<file path="config.mk">
export PLATFORM = sky130hd
export DESIGN_NAME = uart_rx_cfg
export DESIGN_NICKNAME = d
export VERILOG_FILES = /design/src/rtl/uart_rx_cfg.sv
export SDC_FILE = /design/constraint.sdc
export NUM_CORES = 1
export LEC_CHECK = 0
export BUFFER_PORTS_ARGS = -buffer_cell sky130_fd_sc_hd__buf_2
export CORE_MARGIN = 2
export CORE_UTILIZATION = 55
export CTS_CLUSTER_DIAMETER = 60
export DETAILED_ROUTE_END_ITERATION = 8
export GPL_TIMING_DRIVEN = 1
export HOLD_SLACK_MARGIN = 0.02
export PLACE_DENSITY = 0.71
export SLEW_MARGIN = 20
export SYNTH_ARGS = -nofsm -noshare
export SYNTH_HDL_FRONTEND = slang
export SYNTH_SLANG_ARGS = --single-unit
</file>
<file path="constraint.sdc">
create_clock -name clock -period 4 [get_ports clock]
set_input_delay 0.8 -clock clock [delete_from_list [all_inputs] [get_ports clock]]
set_output_delay 0.8 -clock clock [all_outputs]
set_load 0.005 [all_outputs]
</file>
<file path="src/rtl/uart_rx_cfg.sv">
// Oversampling UART receiver with configurable width, parity and stop bits.
// Majority-vote sampling, glitch-rejecting start, framing/parity flags, break detect.
module uart_rx_cfg #(
  parameter int unsigned DIV    = 16,
  parameter int unsigned WIDTH  = 8,
  parameter int unsigned PARITY = 0,
  parameter int unsigned STOPS  = 1
) (
  input  logic             reset,
  input  logic             clock,
  input  logic             rx,
  output logic             rts,
  output logic [WIDTH-1:0] out,
  output logic             put,
  output logic             frame_err,
  output logic             parity_err,
  output logic             brk
);

  localparam int unsigned CW = $clog2(DIV + 1);
  localparam int unsigned IW = 4;
  localparam logic [CW-1:0] C_LAST = CW'(DIV - 1);
  localparam logic [CW-1:0] C_S0   = CW'(DIV / 2 - 1);
  localparam logic [CW-1:0] C_S1   = CW'(DIV / 2);
  localparam logic [CW-1:0] C_DEC  = CW'(DIV / 2 + 1);

  typedef enum logic [2:0] {HUNT, IDLE, START, DATA, PAR, STOP} state_t;

  state_t           state, state_n;
  logic             rs_meta, rs;
  logic [CW-1:0]    cnt, cnt_n;
  logic [IW-1:0]    idx, idx_n;
  logic             s0, s0_n, s1, s1_n;
  logic [WIDTH-1:0] shreg, shreg_n;
  logic             zero_acc, zero_acc_n;
  logic             fe_acc, fe_acc_n;
  logic             par_bad, par_bad_n;
  logic [WIDTH-1:0] out_n;
  logic             put_n, frame_err_n, parity_err_n, brk_n, rts_n;

  logic maj, dec, wrap, last_data, last_stop, fe_f, zero_f;

  assign maj       = (s0 & s1) | (s0 & rs) | (s1 & rs);
  assign dec       = (cnt == C_DEC);
  assign wrap      = (cnt == C_LAST);
  assign last_data = (idx == IW'(WIDTH - 1));
  assign last_stop = (idx == IW'(STOPS - 1));
  assign fe_f      = fe_acc | ~maj;
  assign zero_f    = zero_acc & ~maj;

  // Register all state, datapath and outputs; rx enters via a 2-flop synchroniser.
  always_ff @(posedge clock or posedge reset) begin
    if (reset) begin
      rs_meta    <= 1'b1;
      rs         <= 1'b1;
      state      <= HUNT;
      cnt        <= '0;
      idx        <= '0;
      s0         <= 1'b1;
      s1         <= 1'b1;
      shreg      <= '0;
      zero_acc   <= 1'b0;
      fe_acc     <= 1'b0;
      par_bad    <= 1'b0;
      out        <= '0;
      put        <= 1'b0;
      frame_err  <= 1'b0;
      parity_err <= 1'b0;
      brk        <= 1'b0;
      rts        <= 1'b1;
    end else begin
      rs_meta    <= rx;
      rs         <= rs_meta;
      state      <= state_n;
      cnt        <= cnt_n;
      idx        <= idx_n;
      s0         <= s0_n;
      s1         <= s1_n;
      shreg      <= shreg_n;
      zero_acc   <= zero_acc_n;
      fe_acc     <= fe_acc_n;
      par_bad    <= par_bad_n;
      out        <= out_n;
      put        <= put_n;
      frame_err  <= frame_err_n;
      parity_err <= parity_err_n;
      brk        <= brk_n;
      rts        <= rts_n;
    end
  end

  // Next-state and next-output logic for the frame receiver.
  always_comb begin
    state_n      = state;
    cnt_n        = wrap ? '0 : cnt + CW'(1);
    idx_n        = idx;
    s0_n         = (cnt == C_S0) ? rs : s0;
    s1_n         = (cnt == C_S1) ? rs : s1;
    shreg_n      = shreg;
    zero_acc_n   = zero_acc;
    fe_acc_n     = fe_acc;
    par_bad_n    = par_bad;
    out_n        = out;
    put_n        = 1'b0;
    frame_err_n  = frame_err;
    parity_err_n = parity_err;
    brk_n        = 1'b0;

    case (state)
      HUNT: begin
        if (!rs) begin
          cnt_n = '0;
        end else if (cnt == C_LAST) begin
          state_n = IDLE;
          cnt_n   = '0;
        end else begin
          cnt_n = cnt + CW'(1);
        end
      end
      IDLE: begin
        cnt_n = '0;
        if (!rs) begin
          state_n    = START;
          idx_n      = '0;
          zero_acc_n = 1'b1;
          fe_acc_n   = 1'b0;
          par_bad_n  = 1'b0;
        end
      end
      START: begin
        if (dec && maj) begin
          state_n = IDLE;
          cnt_n   = '0;
        end else if (wrap) begin
          state_n = DATA;
          idx_n   = '0;
        end
      end
      DATA: begin
        if (dec) begin
          shreg_n    = {maj, shreg[WIDTH-1:1]};
          zero_acc_n = zero_f;
        end
        if (wrap) begin
          if (last_data) begin
            state_n = (PARITY != 0) ? PAR : STOP;
            idx_n   = '0;
          end else begin
            idx_n = idx + IW'(1);
          end
        end
      end
      PAR: begin
        if (dec) begin
          par_bad_n  = (PARITY == 2) ? ~(^shreg ^ maj) : (^shreg ^ maj);
          zero_acc_n = zero_f;
        end
        if (wrap) begin
          state_n = STOP;
          idx_n   = '0;
        end
      end
      STOP: begin
        if (dec) begin
          fe_acc_n   = fe_f;
          zero_acc_n = zero_f;
        end
        if (dec && last_stop) begin
          cnt_n = '0;
          if (zero_f) begin
            brk_n   = 1'b1;
            state_n = HUNT;
          end else begin
            put_n        = 1'b1;
            out_n        = shreg;
            frame_err_n  = fe_f;
            parity_err_n = par_bad;
            state_n      = fe_f ? HUNT : IDLE;
          end
        end else if (wrap) begin
          idx_n = idx + IW'(1);
        end
      end
      default: begin
        state_n = HUNT;
        cnt_n   = '0;
      end
    endcase

    rts_n = (state_n == HUNT);
  end

endmodule
</file>
== After elaboration in Yosys (flattened, before gate mapping) ==
Index checks and enable logic that the tools add are counted.
Storage, ports and cells
  output and inout port bits: 13
  input bits: 3
  register bits after elaboration: 40
  word-level logic and storage cells: 104
Operators by class
  bitwise operators: 10
  mux-type cells: 39
  reduce and logical (&&, ||, !) cells: 18
  $add $sub $neg: 2
  eq/ne operators: 18
Operator list (count)
  $mux W4: 7
  $mux W3: 9
  $mux W5: 4
  $pmux W4 S5: 1
  $pmux W5 S4: 1
  $pmux W3 S6: 1
  $eq A5 B4 Y1 const B: 3
  $ne A2 B2 Y1 const B: 7
  $mux W1: 13
  $reduce_and A3 Y1: 4
  $reduce_xor A8 Y1: 1
  $eq A3 B2 Y1 const B: 2
  $eq A3 B3 Y1 const B: 2
  $logic_not A3 Y1: 2
  $pmux W1 S2: 3
  $reduce_and A6 Y1: 1
  $reduce_bool A2 Y1: 3
  $add A5 B1 Y5 const B: 1
  $eq A5 B3 Y1 const B: 1
  $reduce_bool A5 Y1: 1
  $add A4 B1 Y4 const B: 1
  $and A1 B1 Y1: 4
  $eq A4 B3 Y1 const B: 1
  $logic_not A4 Y1: 1
  other kinds (9): 13

== Longest topological paths before layout ==
Gate-level depths: netlist of the first run.
  word-level depth: 10
  mapped depth: 8
  gate-level depth less buffers: 6

== Worst setup path after synthesis of the first run ==
OpenSTA, ideal clock, no wires.
  kind: register to register
  start point: register cnt[0]
  end point: register idx[0]
  path buffers: 1
  cell stages (with the launch flop): 7
  path slack: 2269 ps
  setup time: 125 ps
  data arrival time: 1606 ps
  cell sequence: dfrtp_1 > ha_1 > and4b_2 > clkbuf_1 > a21oi_2 > nor3b_2 > mux2_2
Between the ends
  word-level cells in the longest chain between the ends: 4
RTL lines
  from (decl): line 31  | logic [CW-1:0] cnt, cnt_n;
  from (signal assigned): line 75  | cnt <= cnt_n;
  $eq A5 B4 Y1 (on tied branches): line 45, 44
  $mux W4, or another cell as far along
  $mux W4 / $ne A2 B2 Y1 (equally long branches)
  $pmux W4 S5 / $reduce_and A6 Y1 (equally long branches)
  to (signal assigned): line 76  | idx <= idx_n;
  to (decl): line 32  | logic [IW-1:0] idx, idx_n;
Parallel ways exist; a longest one is shown, timed or not. The select of a mux whose other input is x is not followed.
A chain may end at the register's enable or synchronous reset.

== Worst setup path after layout of the first run ==
  start point: register state[2]
  end point: register out[6]
Between the ends
  word-level cells in the longest chain between the ends: 2
RTL lines
  from (decl): line 29  | state_t state, state_n;
  from (signal assigned): line 74  | state <= state_n;
  $eq A3 B3 Y1: line 109  | case (state)
  $reduce_and A3 Y1 (no line)
  to (signal assigned): line 83  | out <= out_n;
  to (decl): line 13  | output logic [WIDTH-1:0] out,
No other way between the ends.

==> results of run 1 <==
[logic make-up after synthesis]
| kind of cell | Yosys count | synth area share (%) |
|---|---|---|
| muxes | 20 | 12.41 |
| and+or+nand+nor | 38 | 12.96 |
| adders and majority gates | 5 | 3.056 |
| buffers and inverters | 17 | 5.196 |
| AOI/OAI and AO/OA | 33 | 11.80 |
| DFF | 40 | 49.21 |
| xor gates and xnor gates | 11 | 5.379 |
[metal layers]
metal	track usage, %	vias up	wire, um
li1	-	606	-
met1	24.83	648	1531
met2	32.22	26	1839
met3	5.208	9	111
met4	9.574	0	91
met5	0	-	0
[flip-flops by register name, summed over array words and instances, names as in the netlist]
| signal | count |
|---|---|
| out | 8 |
| par_bad | 1 |
| s0 | 1 |
| shreg | 8 |
| cnt | 5 |
| rs | 1 |
| frame_err | 1 |
| s1 | 1 |
| rts | 1 |
| rs_meta | 1 |
| idx | 4 |
| state | 3 |
| zero_acc | 1 |
| put | 1 |
| parity_err | 1 |
| fe_acc | 1 |
| brk | 1 |
[report_power, final]
group	leakage [nW]	switching (mW)	internal, mW
sequential	0.539	0.00699	0.413
clock	0.0445	0.145	0.140
combinational	0.470	0.0192	0.0122
[worst reg2reg max path, cell delays in order, from the launching register on]
cell and delay, ns:
dfrtp_1 0.52, nor2b_1 0.54, nand4_4 0.20, a21oi_4 0.45, mux2_2 0.39
[through the flow]
step                      power [mW]  std cells  util, %
after floorplan               0.4496        164        -
after global placement        0.4570        220    58.71
after detailed placement      0.4598        220    58.71
after CTS                     0.7446        228    61.31
after global routing          0.7620        228    61.31
final                         0.7366        228    61.31
[cells in the final DEF (no fill, tap or decap), drive strengths merged, types with 2 or more instances in the layout]
master,n
xnor2,8
nor2,6
a31oi,2
dfrtp,35
dfstp,5
nand4,2
xor2,2
o21ai,6
clkbuf,7
buf,16
nor2b,5
nor3b,3
nand2,8
a22o,2
mux2,19
a21o,2
inv,9
nand3,6
a211oi,3
ha,5
nor4b,2
a21oi,8
[worst paths after layout]
check                         start          to  slack, ns
max in group asynchronous     reset         rts       3.03
setup reg to reg           state[2]      out[6]       1.78
hold / removal              rs_meta          rs       0.35
setup / recovery           state[2]      out[6]       1.78
min in group asynchronous     reset  parity_err       0.60
hold reg to reg             rs_meta          rs       0.35
[layout make-up]
cell class / count / area share (%)
flip-flops and latches: 40 / 45.56
multi-input cells: 107 / 42.22
clock buffers: 7 / 3.905
repair buffers: 16 / 3.735
well taps: 48 / 2.716
inverters: 9 / 1.528
clock inverters: 1 / 0.3396
==> flow_summary.json, run 1 <==
{
  "status": "finished, final reports clean",
  "areaGrowthSynthToFinish_pct": 8.007,
  "ys_top_cells_by_count": "dfrtp_1 (35), mux2_2 (11), inv_1 (9)",
  "arrival_ns": 2.40,
  "path_delay_family": "simple AND/OR/NAND/NOR gates",
  "grt_usage_pct": 19.94,
  "p_leak_nw": 1.053,
  "die_y_um": 65.01,
  "crit_path_end_kind": "flip-flop",
  "drtIter0Drc": 94,
  "synth_top_area_share_pct": 42.79,
  "hold_class": "flip-flop to flip-flop",
  "synth_flop_cell": "dfrtp_1",
  "routedWlPerCell_um": 15.67,
  "path_depth": 4,
  "synthArstFlopShare_pct": 100.0,
  "whs_path_depth": 0,
  "dp_hpwl_um": 2510,
  "routed_wl_um": 3573,
  "drtAntennaViolNets": 0,
  "drv_cap": 0,
  "io_buffers": 15,
  "drtPass1Iterations": 4,
  "ys_seq_area_share_pct": 49.21,
  "slew_viol_final": 0,
  "fill_cells": 296,
  "synth_fp_nets": 172,
  "pre_cts_ws_ns": 1.796,
  "period_share_pct": 55.41,
  "syn_area_mm2": 0.002047,
  "fin_hold_ws_ns": 0.3450,
  "die_area_mm2": 0.004226,
  "grt_antenna_before_repair": 0,
  "ctsResizeCount": 0,
  "final_cell_area_mm2": 0.002211,
  "fin_crit_ns": 2.216,
  "cts_setup_buffers": 0,
  "fin_worst_skew_ns": 0.01008,
  "synth-seq-cells": 40,
  "setup_viol": 0,
  "fin_ws_ns": 1.784,
  "grt_start_max_net_pins": 41,
  "cts.sinks": 40,
  "rr_worst_depth": 4,
  "hold_violations": 0,
  "ir_drop_v": 0.0002322,
  "required_ns": 4.18,
  "drc_errors": 0,
  "die_x_um": 65.01,
  "cp_max_fo": 11,
  "cts_buffers": 5,
  "synth-edff-count": 0,
  "postCtsHoldBufs": 0,
  "synth.avg_cell_area_um2": 12.48,
  "syn-instance-count": 164,
  "std_cell_rows": 22,
  "drive_above_1_share_pct": 33.33,
  "synthTopCellsByArea": "dfrtp_1 (43%), dfstp_2 (6.4%), mux2_2 (6.1%)",
  "yosys_warnings": 0,
  "cts_tree": "yes",
  "synth_top_cell_by_area": "dfrtp_1",
  "routabilityCongestion": 0.8728,
  "grt_pass1_vias": 1333,
  "cts_max_level": 2,
  "vias_per_cell": 5.654,
  "cp-start-kind": "flip-flop",
  "synth.most_common_cell": "dfrtp_1",
  "clock.fmax_mhz": 451.2,
  "place_area_mm2": 0.002117,
  "vias": 1289,
  "setup_tns_ns": 0,
  "clockBufferDepth": 2,
  "clk_latency_ns": 0.30,
  "crit_buf_inv": 0,
  "antenna_cells": 0,
  "regArea_mm2": 0.001007,
  "root_buffer": "clkbuf_8",
  "grt_overflow": 0,
  "multiInputGateArea_um2": 933.4,
  "relSlewSlack_pct": 55.21,
  "crit_type": "flip-flop to flip-flop",
  "powerDensity_mw_per_mm2": 333.2,
  "rsz0062_at_grt": "false",
  "worst_pin_slew_ns": 0.6674,
  "synth_cell_type_count": 53,
  "crit_chain": "nor2b_1 -> nand4_4 -> a21oi_4 -> mux2_2",
  "clk_pin_slew_ns": 0.08,
  "initial_core_util_pct": 56.77,
  "grt_pass1_wl_um": 6320,
  "crit_path_max_incr_delay_ns": 0.53,
  "core_region_area_mm2": 0.003606,
  "cp_slowest_cell": "nor2b_1",
  "final_nets": 187,
  "ios": 16
}
Power figures use the tool's default switching activity.
==> inputs of run 2 (changes only) <==
--- a/config.mk
+++ b/config.mk
@@ -7,12 +7,12 @@
 export LEC_CHECK = 0
 export BUFFER_PORTS_ARGS = -buffer_cell sky130_fd_sc_hd__buf_2
 export CORE_MARGIN = 2
-export CORE_UTILIZATION = 55
+export CORE_UTILIZATION = 53
 export CTS_CLUSTER_DIAMETER = 60
 export DETAILED_ROUTE_END_ITERATION = 8
 export GPL_TIMING_DRIVEN = 1
 export HOLD_SLACK_MARGIN = 0.02
-export PLACE_DENSITY = 0.71
+export PLACE_DENSITY = 0.72
 export SLEW_MARGIN = 20
 export SYNTH_ARGS = -nofsm -noshare
 export SYNTH_HDL_FRONTEND = slang
==> constraint.sdc (replaced) <==
create_clock -name clock -period 2 [get_ports clock]
set_input_delay 0.4 -clock clock [delete_from_list [all_inputs] [get_ports clock]]
set_output_delay 0.4 -clock clock [all_outputs]
set_load 0.005 [all_outputs]
==> run 2 against run 1 <==
Effect of this change:
- via count up 1.6%
- first-iteration DRC count decreased by 47%
- global-route usage fell by 1.3 points
- clock power grew 79%
- register-to-register slack worse by 1.7 ns
- largest cell class unchanged
- largest power group unchanged
==> flow_summary.json, run 2 (synthesis gave the netlist of run 1 again) <==
{
  "final_nets": 196,
  "dp_hpwl_um": 2625,
  "busiest_layer": "met2",
  "final_cells": 237,
  "fin_hold_ws_ns": 0.2061,
  "vias_per_cell": 5.523,
  "fin_worst_skew_ns": 0.01012,
  "std_cell_rows": 22,
  "cts_max_level": 2,
  "die_y_um": 66.15,
  "ios": 16,
  "routabilityCongestion": 0.8388,
  "root_buffer": "clkbuf_8",
  "cts_tree": "yes",
  "fill_cells": 310,
  "crit_type": "flip-flop to flip-flop",
  "drtIter0Drc": 50,
  "clock.fmax_mhz": 530.6,
  "required_ns": 2.21,
  "clk_pin_slew_ns": 0.08,
  "ir_drop_v": 0.0005971,
  "core_region_area_mm2": 0.003689,
  "cts.sinks": 40,
  "routedWlPerCell_um": 15.15,
  "cp-start-kind": "flip-flop",
  "hold_violations": 0,
  "clk_latency_ns": 0.29,
  "drc_errors": 0,
  "ctsResizeCount": 0,
  "worst_pin_slew_ns": 0.6323,
  "drtAntennaViolNets": 0,
  "p_sw_uw": 317.2,
  "cts_buffers": 5,
  "grt_pass1_wl_um": 6037,
  "crit_start": "cnt[0]",
  "routed_wl_um": 3590,
  "status": "finished, final reports clean",
  "setup_viol": 0,
  "drtPass1Iterations": 4,
  "grt_usage_pct": 18.64,
  "slew_viol_final": 0,
  "switching_share_pct": 22.49,
  "crit_path_end_kind": "flip-flop",
  "fin_crit_ns": 1.885,
  "top_regs": "out (8), shreg (8), cnt (5)",
  "dp.cells": 228,
  "hold_class": "primary input to asynchronous set/reset pin",
  "antenna_cells": 0,
  "grtUsageMet2_pct": 31.87,
  "rsz0062_at_grt": "false",
  "mostFrequentLayoutCell": "dfrtp_1",
  "final_cell_mix": "dfrtp_1 (35), buf_2 (15), mux2_2 (11)",
  "grt_pass1_vias": 1286,
  "cp_max_fo": 6,
  "period_share_pct": 94.23,
  "use_met3_pct": 3.578,
  "worstReg2RegStart": "cnt[0]",
  "clkPwrFrac_pct": 36.1,
  "pwr-share-seq_pct": 59.5,
  "postCtsHoldBufs": 0,
  "drive_above_1_share_pct": 36.51,
  "post-route-util_pct": 61.53,
  "powerDensity_mw_per_mm2": 621.6,
  "cts_setup_buffers": 0,
  "power_frac_comb_pct": 4.4,
  "vias": 1309,
  "drv_cap": 0,
  "arrival_ns": 2.10,
  "die_x_um": 66.15,
  "clockBufferDepth": 2,
  "setup_tns_ns": 0,
  "initial_core_util_pct": 55.50,
  "pre_cts_ws_ns": 0.1455,
  "areaGrowthSynthToFinish_pct": 10.88,
  "relSlewSlack_pct": 57.57,
  "use_met1_pct": 22.99,
  "io_buffers": 15,
  "intPower_mw": 1.094,
  "grt_antenna_before_repair": 0,
  "die_area_mm2": 0.004375,
  "grt_start_max_net_pins": 41,
  "p_leak_nw": 1.098,
  "grt_overflow": 0,
  "fin_ws_ns": 0.1154
}
run 2: cell count changes in the layout (fill, tap and decap cells not counted), sizes merged:
cell and change:
buf +9, clkinv +1, clkbuf -1
run 2: area by class of cell:
type                    instances  area, um^2  share of cell area, %
flip-flops and latches         40        1007                  44.38
multi-input cells             107       933.4                  41.12
well taps                      48       60.06                  2.646
clock inverters                 2       12.51                 0.5513
clock buffers                   6       72.57                  3.197
inverters                       9       33.78                  1.488
repair buffers                 25       150.1                  6.615
run 2: stage by stage:
stage / instance area (um^2) / total power [mW]
2_1_floorplan: 2047 / 0.8991
3_3_place_gp: 2177 / 0.9144
3_5_place_dp: 2177 / 0.9191
4_1_cts: 2262 / 1.429
5_1_grt: 2270 / 1.478
6_report: 2270 / 1.411
run 2: path summary, 6_finish.rpt:
path                             to  slack (ns)  cells past startpoint
setup reg to reg           state[0]        0.12                      6
min in group clock          rs_meta        0.21                      1
max in group asynchronous       rts        1.42                      3
setup / recovery           state[0]        0.12                      6
hold reg to reg                  rs        0.36                      0
hold / removal               cnt[1]        0.21                      3
run 2: power by group through the flow:
stage | clock [mW] | sequential, mW | combinational (mW)
after global routing | 0.563 | 0.842 | 0.0729
after detailed placement | 0 | 0.855 | 0.0642
after floorplan | 0 | 0.851 | 0.0482
after CTS | 0.525 | 0.840 | 0.0643
after global placement | 0 | 0.853 | 0.0609
final | 0.509 | 0.840 | 0.0622
run 2: worst max-delay path: stages, from the launching register on:
cell	delay (ns)
dfrtp_1	0.44
ha_1	0.22
and4bb_1	0.24
buf_4	0.18
a311oi_1	0.49
o22ai_1	0.15
o21ai_0	0.09
run 2: layer usage:
layer | wire length, um | part of all wire [%] | vias to the layer above
met4 | 65 | 1.8 | 0
met3 | 110 | 3.1 | 5
met2 | 1834 | 51 | 24
met1 | 1581 | 44 | 652
met5 | 0 | 0 | -
li1 | - | - | 628
==> inputs of run 3 (changes only) <==
--- a/config.mk
+++ b/config.mk
@@ -5,9 +5,10 @@
 export SDC_FILE = /design/constraint.sdc
 export NUM_CORES = 1
 export LEC_CHECK = 0
+export ABC_AREA = 1
 export BUFFER_PORTS_ARGS = -buffer_cell sky130_fd_sc_hd__buf_2
 export CORE_MARGIN = 2
-export CORE_UTILIZATION = 53
+export CORE_UTILIZATION = 54
 export CTS_CLUSTER_DIAMETER = 60
 export DETAILED_ROUTE_END_ITERATION = 8
 export GPL_TIMING_DRIVEN = 1
==> run 3 against run 2 <==
Effect of this change:
- sequential cell count unchanged
- setup slack better by 0.24 ns
- wire length is 11% higher
- combinational power increased by 12%
- total power is 9.6% higher
- cell count is 46% higher
- maximum frequency increased by 15%
- die area grew 5.3%
- count of clock-buffer cells in the layout stayed put
- design area increased by 7.2%
- critical path type unchanged
- clock power increased by 26%
- clock skew is 0.0040 ns lower
==> flow_summary.json, run 3 <==
{
  "status": "finished, final reports clean",
  "ctsResizeCount": 0,
  "setup_tns_ns": 0,
  "ir_drop_v": 0.0004028,
  "relSlewSlack_pct": 67.31,
  "drc_errors": 0,
  "areaGrowthSynthToFinish_pct": 10.39,
  "synth.most_common_cell": "nand2_1",
  "final_cells": 347,
  "dp_hpwl_um": 2961,
  "synth-seq-cells": 40,
  "io_buffers": 15,
  "final_cell_mix": "nand2_1 (79), dfrtp_1 (35), inv_1 (33)",
  "synth_flop_cell": "dfrtp_1",
  "drtPass1Iterations": 4,
  "drtAntennaViolNets": 0,
  "crit_type": "flip-flop to flip-flop",
  "cts_tree": "yes",
  "grt_start_max_net_pins": 41,
  "required_ns": 2.16,
  "antenna_cells": 0,
  "cp_max_fo": 7,
  "drv_cap": 0,
  "mostFrequentLayoutCell": "nand2_1",
  "clockBufferDepth": 2,
  "setup_viol": 0,
  "rsz0062_at_grt": "false",
  "grt_pass1_wl_um": 6651,
  "clk_latency_ns": 0.29,
  "clock.fmax_mhz": 609.3,
  "p_leak_nw": 1.274,
  "period_share_pct": 82.06,
  "routabilityCongestion": 0.9337,
  "initial_core_util_pct": 55.48,
  "fin_worst_skew_ns": 0.006144,
  "die_area_mm2": 0.004607,
  "ys_seq_area_share_pct": 45.71,
  "fin_ws_ns": 0.3587,
  "cts_buffers": 5,
  "vias": 1732,
  "finalPower_mw": 1.546,
  "syn-instance-count": 276,
  "ys_top_cells_by_count": "nand2_1 (79), dfrtp_1 (35), inv_1 (33)",
  "std_cell_rows": 23,
  "arrival_ns": 1.81,
  "synth.avg_cell_area_um2": 7.983,
  "grt_antenna_before_repair": 0,
  "synth-edff-count": 0,
  "grt_pass1_vias": 1553,
  "root_buffer": "clkbuf_8",
  "place_area_mm2": 0.002325,
  "dp.cells": 339,
  "core_region_area_mm2": 0.003971,
  "top_regs": "out (8), shreg (8), cnt (5)",
  "hold_violations": 0,
  "final_cell_area_mm2": 0.002432,
  "cts.sinks": 40,
  "synth_fp_nets": 284,
  "routed_wl_um": 3990,
  "post-route-util_pct": 61.25,
  "vias_per_cell": 4.991,
  "syn_area_mm2": 0.002203,
  "synthTopCellsByArea": "dfrtp_1 (40%), nand2_1 (13%), dfstp_2 (6.0%)",
  "die_x_um": 67.88,
  "synth_cell_type_count": 31,
  "grt_usage_pct": 19.78,
  "postCtsHoldBufs": 0,
  "drtIter0Drc": 85,
  "drive_above_1_share_pct": 19.53,
  "routedWlPerCell_um": 11.50,
  "slew_viol_final": 0,
  "pre_cts_ws_ns": 0.3912,
  "die_y_um": 67.88,
  "ios": 16,
  "synth_top_cell_by_area": "dfrtp_1",
  "final_nets": 304,
  "yosys_warnings": 0,
  "grt_overflow": 0,
  "cts_max_level": 2,
  "fin_hold_ws_ns": 0.2059,
  "clk_pin_slew_ns": 0.07,
  "crit_path_end_kind": "flip-flop",
  "synthArstFlopShare_pct": 100.0,
  "cp-start-kind": "flip-flop",
  "synth_top_area_share_pct": 39.75,
  "worst_pin_slew_ns": 0.4904,
  "cts_setup_buffers": 0,
  "fin_crit_ns": 1.641,
  "hold_class": "primary input to flip-flop",
  "powerDensity_mw_per_mm2": 635.6
}
## run 3: changes by cell type after synthesis, sizes merged, moves of 5 or more
| cell | previous run | this run |
|---|---|---|
| nand2 | 8 | 82 |
| mux2 | 19 | 0 |
| nor2 | 6 | 32 |
| nor3 | 1 | 6 |
| o21ai | 6 | 28 |
| xnor2 | 8 | 1 |
| nand3 | 6 | 21 |
| inv | 9 | 41 |
| nor2b | 5 | 0 |
## run 3: cell type report
class / instances / area, um^2
well taps: 50 / 62.56
flip-flops and latches: 40 / 1007
clock buffers: 6 / 72.57
clock inverters: 2 / 35.03
multi-input cells: 192 / 1016
inverters: 41 / 156.4
fillers: 348 / 1539
repair buffers: 16 / 82.58
## run 3: cells by family (layout without fill, tap and decap cells)
group	after synthesis	after routing	share of synthesized area (%)
and+or+nand+nor	146	146	31.40
buffers and inverters	44	65	8.177
DFF	40	40	45.71
AOI/OAI and AO/OA	37	37	10.28
adders and majority gates	5	5	2.839
xor gates and xnor gates	4	4	1.590
## run 3: power breakdown
group | internal (mW) | switching, mW
combinational | 0.0213 | 0.0481
sequential | 0.825 | 0.0123
clock | 0.370 | 0.269
## run 3: critical path: stages, from the launching register on
cell and delay, ns:
dfstp_2 0.61, inv_2 0.06, nand2_1 0.08, o21ai_2 0.10, inv_2 0.13, nand2_1 0.11, a21boi_0 0.31, a21oi_1 0.12
## run 3: worst paths after layout
| check | slack [ns] | end | depth (start not counted) | start |
|---|---|---|---|---|
| setup / recovery | 0.36 | cnt[2] | 7 | rs |
| hold / removal | 0.21 | rs_meta | 1 | rx |
| setup reg to reg | 0.36 | cnt[2] | 7 | rs |
| hold reg to reg | 0.36 | rs | 0 | rs_meta |
| max in group asynchronous | 1.42 | rts | 3 | reset |
| min in group asynchronous | 0.22 | shreg[6] | 3 | reset |
## run 3: per-layer routing
layer / GRT usage (%) / share of wire, %
met3: 5.757 / 4.4
met1: 25.66 / 49
met4: 9.000 / 1.6
met2: 30.64 / 45
met5: 0 / 0
